===== config.mk =====
export PLATFORM = sky130hd
export DESIGN_NAME = eth_tx_sequencer
export DESIGN_NICKNAME = d
export VERILOG_FILES = /design/src/rtl/eth_tx_sequencer_pkg.sv /design/src/rtl/eth_ifg_timer.sv /design/src/rtl/eth_tx_sequencer.sv
export SDC_FILE = /design/constraint.sdc
export NUM_CORES = 1
export LEC_CHECK = 0
export ABC_AREA = 0
export CAP_MARGIN = 10
export CORE_ASPECT_RATIO = 1.75
export CORE_MARGIN = 1.5
export CORE_UTILIZATION = 53
export DETAILED_ROUTE_END_ITERATION = 16
export HOLD_SLACK_MARGIN = 0.1
export PLACE_DENSITY = 0.9
export SETUP_SLACK_MARGIN = 0.3
export SLEW_MARGIN = 10
export SYNTH_ARGS = -nofsm -noshare
export SYNTH_HDL_FRONTEND = slang
export SYNTH_SLANG_ARGS = --single-unit

===== constraint.sdc =====
create_clock -name clk -period 7.8 [get_ports clk]
set_clock_uncertainty 0.2 [all_clocks]
set_input_delay 1.17 -clock clk [delete_from_list [all_inputs] [get_ports clk]]
set_output_delay 1.17 -clock clk [all_outputs]
set_load 0.005 [all_outputs]

===== src/rtl/eth_tx_sequencer_pkg.sv =====
// Shared definitions for the Ethernet TX/RX sequencers and the APB front-end:
// the sequencer state encoding, default frame sizing and the length check.
package eth_tx_sequencer_pkg;

    typedef enum logic [2:0] {
        ST_IDLE,
        ST_FETCH,
        ST_STREAM,
        ST_PAD,
        ST_IFG
    } tx_state_t;

    localparam int LEN_W              = 16;
    localparam int MTU_DEFAULT        = 1536;
    localparam int MIN_FRAME_DEFAULT  = 60;
    localparam int IFG_CYCLES_DEFAULT = 12;

    // A frame length is usable when it is non-zero and fits in the buffer.
    function automatic logic len_valid(input logic [LEN_W-1:0] len,
                                       input logic [LEN_W-1:0] max_len);
        return (len != '0) && (len <= max_len);
    endfunction

endpackage


===== src/rtl/eth_ifg_timer.sv =====
// Loadable down-counter: after a load of N it counts N..0 and raises done
// combinationally during the cycle in which the count reaches zero.
module eth_ifg_timer #(
    parameter int CNT_W = 16
) (
    input  logic             clk,
    input  logic             rst,
    input  logic             load,
    input  logic [CNT_W-1:0] load_val,
    output logic             done
);

    logic [CNT_W-1:0] cnt;
    logic             active;

    // Count down from the loaded value and stop once zero has been reached.
    always_ff @(posedge clk or posedge rst) begin
        if (rst) begin
            cnt    <= '0;
            active <= 1'b0;
        end else if (load) begin
            cnt    <= load_val;
            active <= 1'b1;
        end else if (active) begin
            if (cnt == '0) begin
                active <= 1'b0;
            end else begin
                cnt <= cnt - 1'b1;
            end
        end
    end

    assign done = active && (cnt == '0);

endmodule


===== src/rtl/eth_tx_sequencer.sv =====
// Streams one TX frame from the frame buffer into the MAC byte stream,
// zero-pads runts, holds the inter-frame gap and raises a sticky done irq.
module eth_tx_sequencer
    import eth_tx_sequencer_pkg::*;
#(
    parameter int MTU        = MTU_DEFAULT,
    parameter int ADDR_W     = 11,
    parameter int MIN_FRAME  = MIN_FRAME_DEFAULT,
    parameter int IFG_CYCLES = IFG_CYCLES_DEFAULT
) (
    input  logic              clk,
    input  logic              rst,
    input  logic              start,
    input  logic [15:0]       tx_len,
    output logic              busy,
    output logic              err_len,
    output logic [ADDR_W-1:0] buf_addr,
    input  logic [7:0]        buf_rdata,
    output logic [7:0]        tx_data,
    output logic              tx_valid,
    input  logic              tx_ready,
    output logic              tx_last,
    output logic              irq_done,
    input  logic              irq_ack,
    output logic [15:0]       frames_sent
);

    localparam int                CNT_W        = 16;
    localparam logic [LEN_W-1:0]  MTU_L        = LEN_W'(MTU);
    localparam logic [LEN_W-1:0]  MIN_L        = LEN_W'(MIN_FRAME);
    localparam logic [LEN_W-1:0]  PAD_LAST_IDX = LEN_W'(MIN_FRAME - 1);
    // The timer counts N-1..0, so done lands on the final gap cycle.
    localparam logic [CNT_W-1:0]  IFG_LOAD     = CNT_W'(IFG_CYCLES - 1);

    tx_state_t        state, state_nxt;
    logic [LEN_W-1:0] len_q, len_nxt;
    logic [LEN_W-1:0] idx_q, idx_nxt;
    logic             err_nxt;
    logic             ifg_load;
    logic             ifg_done;
    logic             irq_set;
    logic             last_data;
    logic             runt;

    assign last_data = (idx_q == (len_q - 16'd1));
    assign runt      = (len_q < MIN_L);
    assign irq_set   = (state == ST_IFG) && ifg_done;

    eth_ifg_timer #(
        .CNT_W (CNT_W)
    ) u_ifg_timer (
        .clk      (clk),
        .rst      (rst),
        .load     (ifg_load),
        .load_val (IFG_LOAD),
        .done     (ifg_done)
    );

    // State, frame length, byte index and the registered error pulse.
    always_ff @(posedge clk or posedge rst) begin
        if (rst) begin
            state   <= ST_IDLE;
            len_q   <= '0;
            idx_q   <= '0;
            err_len <= 1'b0;
        end else begin
            state   <= state_nxt;
            len_q   <= len_nxt;
            idx_q   <= idx_nxt;
            err_len <= err_nxt;
        end
    end

    // Next-state logic and stream/buffer outputs for the current state.
    always_comb begin
        state_nxt = state;
        len_nxt   = len_q;
        idx_nxt   = idx_q;
        err_nxt   = 1'b0;
        ifg_load  = 1'b0;
        busy      = (state != ST_IDLE);
        buf_addr  = '0;
        tx_valid  = 1'b0;
        tx_data   = 8'h00;
        tx_last   = 1'b0;
        case (state)
            ST_IDLE: begin
                if (start && !irq_done) begin
                    if (len_valid(tx_len, MTU_L)) begin
                        len_nxt   = tx_len;
                        idx_nxt   = '0;
                        state_nxt = ST_FETCH;
                    end else begin
                        err_nxt = 1'b1;
                    end
                end
            end
            ST_FETCH: begin
                buf_addr  = '0;
                state_nxt = ST_STREAM;
            end
            ST_STREAM: begin
                tx_valid = 1'b1;
                tx_data  = buf_rdata;
                tx_last  = last_data && !runt;
                // Holding the address while stalled keeps buf_rdata stable.
                buf_addr = tx_ready ? ADDR_W'(idx_q + 16'd1) : ADDR_W'(idx_q);
                if (tx_ready) begin
                    if (last_data) begin
                        if (runt) begin
                            idx_nxt   = idx_q + 16'd1;
                            state_nxt = ST_PAD;
                        end else begin
                            ifg_load  = 1'b1;
                            state_nxt = ST_IFG;
                        end
                    end else begin
                        idx_nxt = idx_q + 16'd1;
                    end
                end
            end
            ST_PAD: begin
                tx_valid = 1'b1;
                tx_last  = (idx_q == PAD_LAST_IDX);
                if (tx_ready) begin
                    if (idx_q == PAD_LAST_IDX) begin
                        ifg_load  = 1'b1;
                        state_nxt = ST_IFG;
                    end else begin
                        idx_nxt = idx_q + 16'd1;
                    end
                end
            end
            ST_IFG: begin
                if (ifg_done) begin
                    state_nxt = ST_IDLE;
                end
            end
            default: begin
                state_nxt = ST_IDLE;
            end
        endcase
    end

    // Sticky completion irq (a set beats a simultaneous ack) and frame counter.
    always_ff @(posedge clk or posedge rst) begin
        if (rst) begin
            irq_done    <= 1'b0;
            frames_sent <= '0;
        end else begin
            if (irq_set) begin
                irq_done    <= 1'b1;
                frames_sent <= frames_sent + 16'd1;
            end else if (irq_ack) begin
                irq_done <= 1'b0;
            end
        end
    end

endmodule


* Word level (Yosys, flattened, before mapping) *
Cells that the tools add are included.

operators by class
  add/subtract/negate cells = 4
  order comparisons = 2
  equal/unequal tests = 16
  mux-type cells = 39
  reductions and logical operators = 19

operator list
  cell                   count
  $mux 16                10
  $pmux 16 s3            1
  $add 16x1->16 const B  2
  $sub 16x1->16 const B  2
  $mux 3                 8
  $mux 11                2
  $ne 2x2->1 const B     9
  $eq 16x16->1           1
  $eq 16x6->1 const B    1
  $le 16x11->1 const B   1
  $logic_not 16->1       1
  $lt 16x6->1 const B    1
  $reduce_bool 16->1     1
  $pmux 3 s5             1
  $mux 1                 14
  $reduce_and 7->1       2
  $mux 8                 1
  $eq 3x2->1 const B     2
  $reduce_bool 3->1      2
  $logic_and 1x1->1      5
  $pmux 1 s2             2
  $reduce_bool 2->1      2
  $eq 3x1->1 const B     1
  $eq 3x3->1 const B     1
  6 further kinds        7

word-level totals
  flip-flop bits (word level) = 70
  input bits = 29
  output and inout port bits = 40
  logic and storage cells = 88

* Longest topological paths before layout *
  word-level depth = 7
  depth in mapped cells = 12
  mapped depth without buffers = 9

* Hierarchy *
Synthesis repeated with hierarchy kept, for this count alone.

unflattened totals
  cell total of the unflattened synthesis = 530
  area, all modules = 4643.2 µm²

by module, submodules not included
  module            instances  cells each  area each (µm²)  sequential area each (µm²)
  eth_tx_sequencer  1          405         3534.6           1326.3
  eth_ifg_timer     1          125         1108.6           425.4

* Worst setup path after synthesis *
Ideal clock, no wire load.

  kind = flip-flop to output port
  from = register len_q[0]
  to = output port tx_last
  data arrival time = 2.047 ns
  path slack = 4.383 ns
  stages on the path, launching flop included = 9
  buffers on the path = 0
  cell sequence = dfrtp_1 > inv_1 > ha_1 > or3b_2 > o41ai_1 > o32ai_1 > o21ai_1 > nand4_1 > nand2_1

on the way
  word-level cells in the longest chain between the ends = 4

ends and longest elaborated chain
  element                                                 line                                             text
  start: declaration                                      eth_tx_sequencer.sv:36                           logic [LEN_W-1:0] len_q, len_nxt;
  start signal: assignment                                eth_tx_sequencer.sv:68                           len_q <= len_nxt;
  $sub 16x1->16 / $lt 16x6->1 (equally long branches)     eth_tx_sequencer.sv:45, eth_tx_sequencer.sv:46
  $eq 16x16->1 / $logic_not 1->1 (equally long branches)  eth_tx_sequencer.sv:45, eth_tx_sequencer.sv:105
  $logic_and 1x1->1 *                                     eth_tx_sequencer.sv:105                          tx_last = last_data && !runt;
  $pmux 1 s2 *                                            eth_tx_sequencer.sv:86                           case (state)
  end: declaration                                        eth_tx_sequencer.sv:22                           output logic tx_last,

Every way passes the cells marked *; elsewhere a longest branch is shown, timed or not.

* Final worst setup path *
Same ends and word-level chain as after synthesis.

==> run metrics <==
final cell utilization of the core about 67%; Setup Fix Bufs, Post-CTS 0; Ports 69; DR vias roughly 4100; largest net degree at the start of global routing roughly 70; hold_sp frames_sent[15]$_DFFE_PP0P_; Worst R2R Path Depth 8; sequential fraction of the synthesis area approximately 39%; Req. time, crit path 6.43 ns; Critical Path Sink Type output pin; first-pass GRT wire length roughly 19000 um; Antenna Cells 0; hold endpoint frames_sent[15]$_DFFE_PP0P_; Die W 72.5 um; Power Total around 1.5 mW; Core ar. around 8300 um^2; vias in the first global route approximately 4100; Max Freq ~0.21 GHz; Crit Path Class reg2out; final setup violation count 0; final worst slack between 3 and 4 ns; DRC Markers 0; CP arrival between 3 and 4 ns; Resized cells post-CTS 0; Skew-Pair Late Insertion Delay 0.34 ns; final hold violation count 0; TNS Setup 0 ns; EDFF count, synth 0; Final period util between 60% and 70%; initial DRC count about 370; RR Startpoint len_q[0]$_DFFE_PP0P_; Hold Buf Count CTS 0; CTS Root Cell clkbuf_16; worst rel slew slack 40.3%; clock network power share 32.5%; Rows 44; Vias/cell roughly 6.3; worst r2r dst idx_q[13]$_DFFE_PP0P_; Post-Syn Area per Cell roughly 9 um^2; Max Slew Vio Count 0; worst reg2reg setup slack 3.67 ns; TritonRoute pass-1 iters 5; pre-CTS WS between 2 and 3 ns; status completed; nets@finish slightly below 600; Seq cells post-synth 70; Bufs on Longest Clock Path 2; Initial Util between 50% and 60%; max-cap check violation count 0; gpl congestion 0.931; Fill cells roughly 640; CTS buffer count 9; TritonCTS clock tree built; Logic pwr share approximately a third; Post-Syn Nets between 500 and 600; Hold Crit Depth 1; Internal Pwr Total just under 1 mW; VDD IR-drop max approximately 0.00017 V; Net Sw Power 0.518 mW; Final min period approximately 4.8 ns; Detailed Route WL ~12000 um; Worst Tran Pin Value between 0.8 and 0.9 ns; power per cell area 274 nW/um^2; synth unique cells 63; Tot GR Track Use between 20% and 30%; clock sink total 70; clock slew at reported path FFs approximately 0.060 ns; ys async rst share between 90% and 100%; post-synthesis cell count a little under 500; Die ar. around 9000 um^2; Sw Share roughly a third; Reg power frac around 34%; Ys Warns 0; ys flop type dfrtp_1; Clock H-tree levels 3; share of cells above drive strength 1 around 11%; DP HPWL between 8000 and 9000 um; Hold WC Path Type reg2reg; crit start category register; wire per inst roughly 18 um; antenna violations before repair 0; Area Overhead vs Synth 22.6%; Leakage around 2.4 nW; critical path fanouts, max 6; Post-Syn Area between 4000 and 5000 um^2; Port-buffer cells 68; grt total ovfl 0; DIE HEIGHT around 120 um; DRT antenna net count 0; RSZ-0062 raised after global routing false
[routing by layer]
layer / vias to the layer above / wire, um / GRT usage, %
li1: 1853 / - / -
met1: 1962 / 4030 / 28.6
met2: 196 / 6230 / 47.7
met3: 66 / 595 / 4.85
met4: 0 / 704 / 15.8
met5: - / 0 / 0
[cell families (layout without fill, tap and decap cells)]
| kind of cell | count (synthesis) | after routing | synth area share [%] |
|---|---|---|---|
| AND/OR/NAND/NOR | 236 | 236 | 29.6 |
| flip-flops | 70 | 70 | 39.1 |
| XOR/XNOR | 59 | 59 | 11.5 |
| buffers and inverters | 43 | 99 | 4.47 |
| multiplexers | 13 | 13 | 3.24 |
| adder cells (fa/ha/maj) | 4 | 4 | 1.12 |
| AO/OA/AOI/OAI | 70 | 70 | 11.0 |
[area by class of cell]
type	instances	area, um^2	area share [%]
clock buffer	11	253	4.60
tap	92	115	2.10
multi-input combinational	382	2530	46.0
inverter	14	52.6	0.957
sequential	70	1750	31.9
clock inverter	5	105	1.91
timing repair buffer	69	688	12.5
[synthesized netlist by cell type (4+ instances only)]
master / n / area [um^2]
a31oi_1: 7 / 43.8
and2_1: 13 / 81.3
and3_1: 7 / 43.8
buf_1: 4 / 15.0
buf_2: 4 / 20.0
buf_6: 4 / 45.0
clkbuf_1: 16 / 60.1
dfrtp_1: 70 / 1750
ha_1: 4 / 50.1
inv_1: 14 / 52.6
mux2_2: 12 / 135
nand2_1: 53 / 199
nand2b_1: 6 / 37.5
nand3_1: 15 / 75.1
nand4_1: 14 / 87.6
nor2_1: 43 / 161
nor2_2: 4 / 25.0
nor2b_1: 4 / 25.0
nor3_1: 27 / 135
nor4_1: 10 / 62.6
o21ai_0: 29 / 145
o21ai_1: 6 / 30.0
o31ai_1: 5 / 37.5
o31ai_2: 5 / 62.6
or3_1: 10 / 62.6
or4_1: 4 / 30.0
xnor2_1: 27 / 236
xor2_1: 32 / 280
[flip-flops by register name (all words and copies together), names as in the netlist]
register	cells
err_len	1
frames_sent	16
idx_q	16
irq_done	1
len_q	16
state	3
u_ifg_timer.active	1
u_ifg_timer.cnt	16
[worst max-delay path: stages, from the launching register on]
cell	delay [ns]
dfrtp_1	0.45
inv_1	0.09
ha_1	0.25
nor3b_2	0.51
a31oi_1	0.16
nor4_1	0.80
nand4_1	0.20
nand2_1	0.13
clkdlybuf4s50_1	0.50
[power groups by stage]
stage | Combinational (mW) | Clock (mW) | Sequential (mW)
5_1_grt | 0.559 | 0.506 | 0.519
3_5_place_dp | 0.497 | 0 | 0.513
2_1_floorplan | 0.384 | 0 | 0.472
6_report | 0.506 | 0.490 | 0.510
4_1_cts | 0.505 | 0.489 | 0.507
3_3_place_gp | 0.477 | 0 | 0.507
[metrics by stage]
stage          cells  hold slack [ns]  cell area, um^2
2_1_floorplan    495            0.246             4480
3_3_place_gp     627            0.261             5130
3_5_place_dp     627            0.276             5130
4_1_cts          643            0.289             5490
5_1_grt          643            0.309             5490
6_report         643            0.284             5490
[placed cells by master, fill, tap and decap left out, types with 3 or more instances in the layout]
| cell | Yosys | routed |
|---|---|---|
| nand2b_1 | 6 | 6 |
| or3_1 | 10 | 10 |
| nor2_2 | 4 | 4 |
| o31ai_1 | 5 | 5 |
| a31oi_1 | 7 | 7 |
| nand2_1 | 53 | 53 |
| inv_1 | 14 | 13 |
| xor2_1 | 32 | 32 |
| nor3_1 | 27 | 27 |
| and3_1 | 7 | 7 |
| clkdlybuf4s50_1 | 0 | 68 |
| nor2b_1 | 4 | 4 |
| o31ai_2 | 5 | 5 |
| or4_1 | 4 | 4 |
| o21ai_0 | 29 | 29 |
| mux2_2 | 12 | 12 |
| dfrtp_1 | 70 | 70 |
| xnor2_1 | 27 | 27 |
| bufinv_16 | 0 | 3 |
| and2_1 | 13 | 13 |
| nand3_1 | 15 | 15 |
| nor4_4 | 3 | 3 |
| nor4_1 | 10 | 10 |
| ha_1 | 4 | 4 |
| clkbuf_16 | 0 | 9 |
| o21ai_1 | 6 | 6 |
| nand4_1 | 14 | 14 |
| nor2_1 | 43 | 43 |
[worst max-delay path by stage]
stage                         start                    to  slack (ns)  cells after the start
2_1_floorplan  len_q[0]$_DFFE_PP0P_               tx_last        4.38                      8
3_3_place_gp                  start  idx_q[9]$_DFFE_PP0P_        3.11                      7
6_report       len_q[0]$_DFFE_PP0P_               tx_last        3.00                      8
5_1_grt        len_q[0]$_DFFE_PP0P_               tx_last        2.88                      8
4_1_cts        len_q[0]$_DFFE_PP0P_               tx_last        3.09                      8
3_5_place_dp                  start  idx_q[9]$_DFFE_PP0P_        2.93                      7
Note: power is estimated with default switching activity, not from simulation.
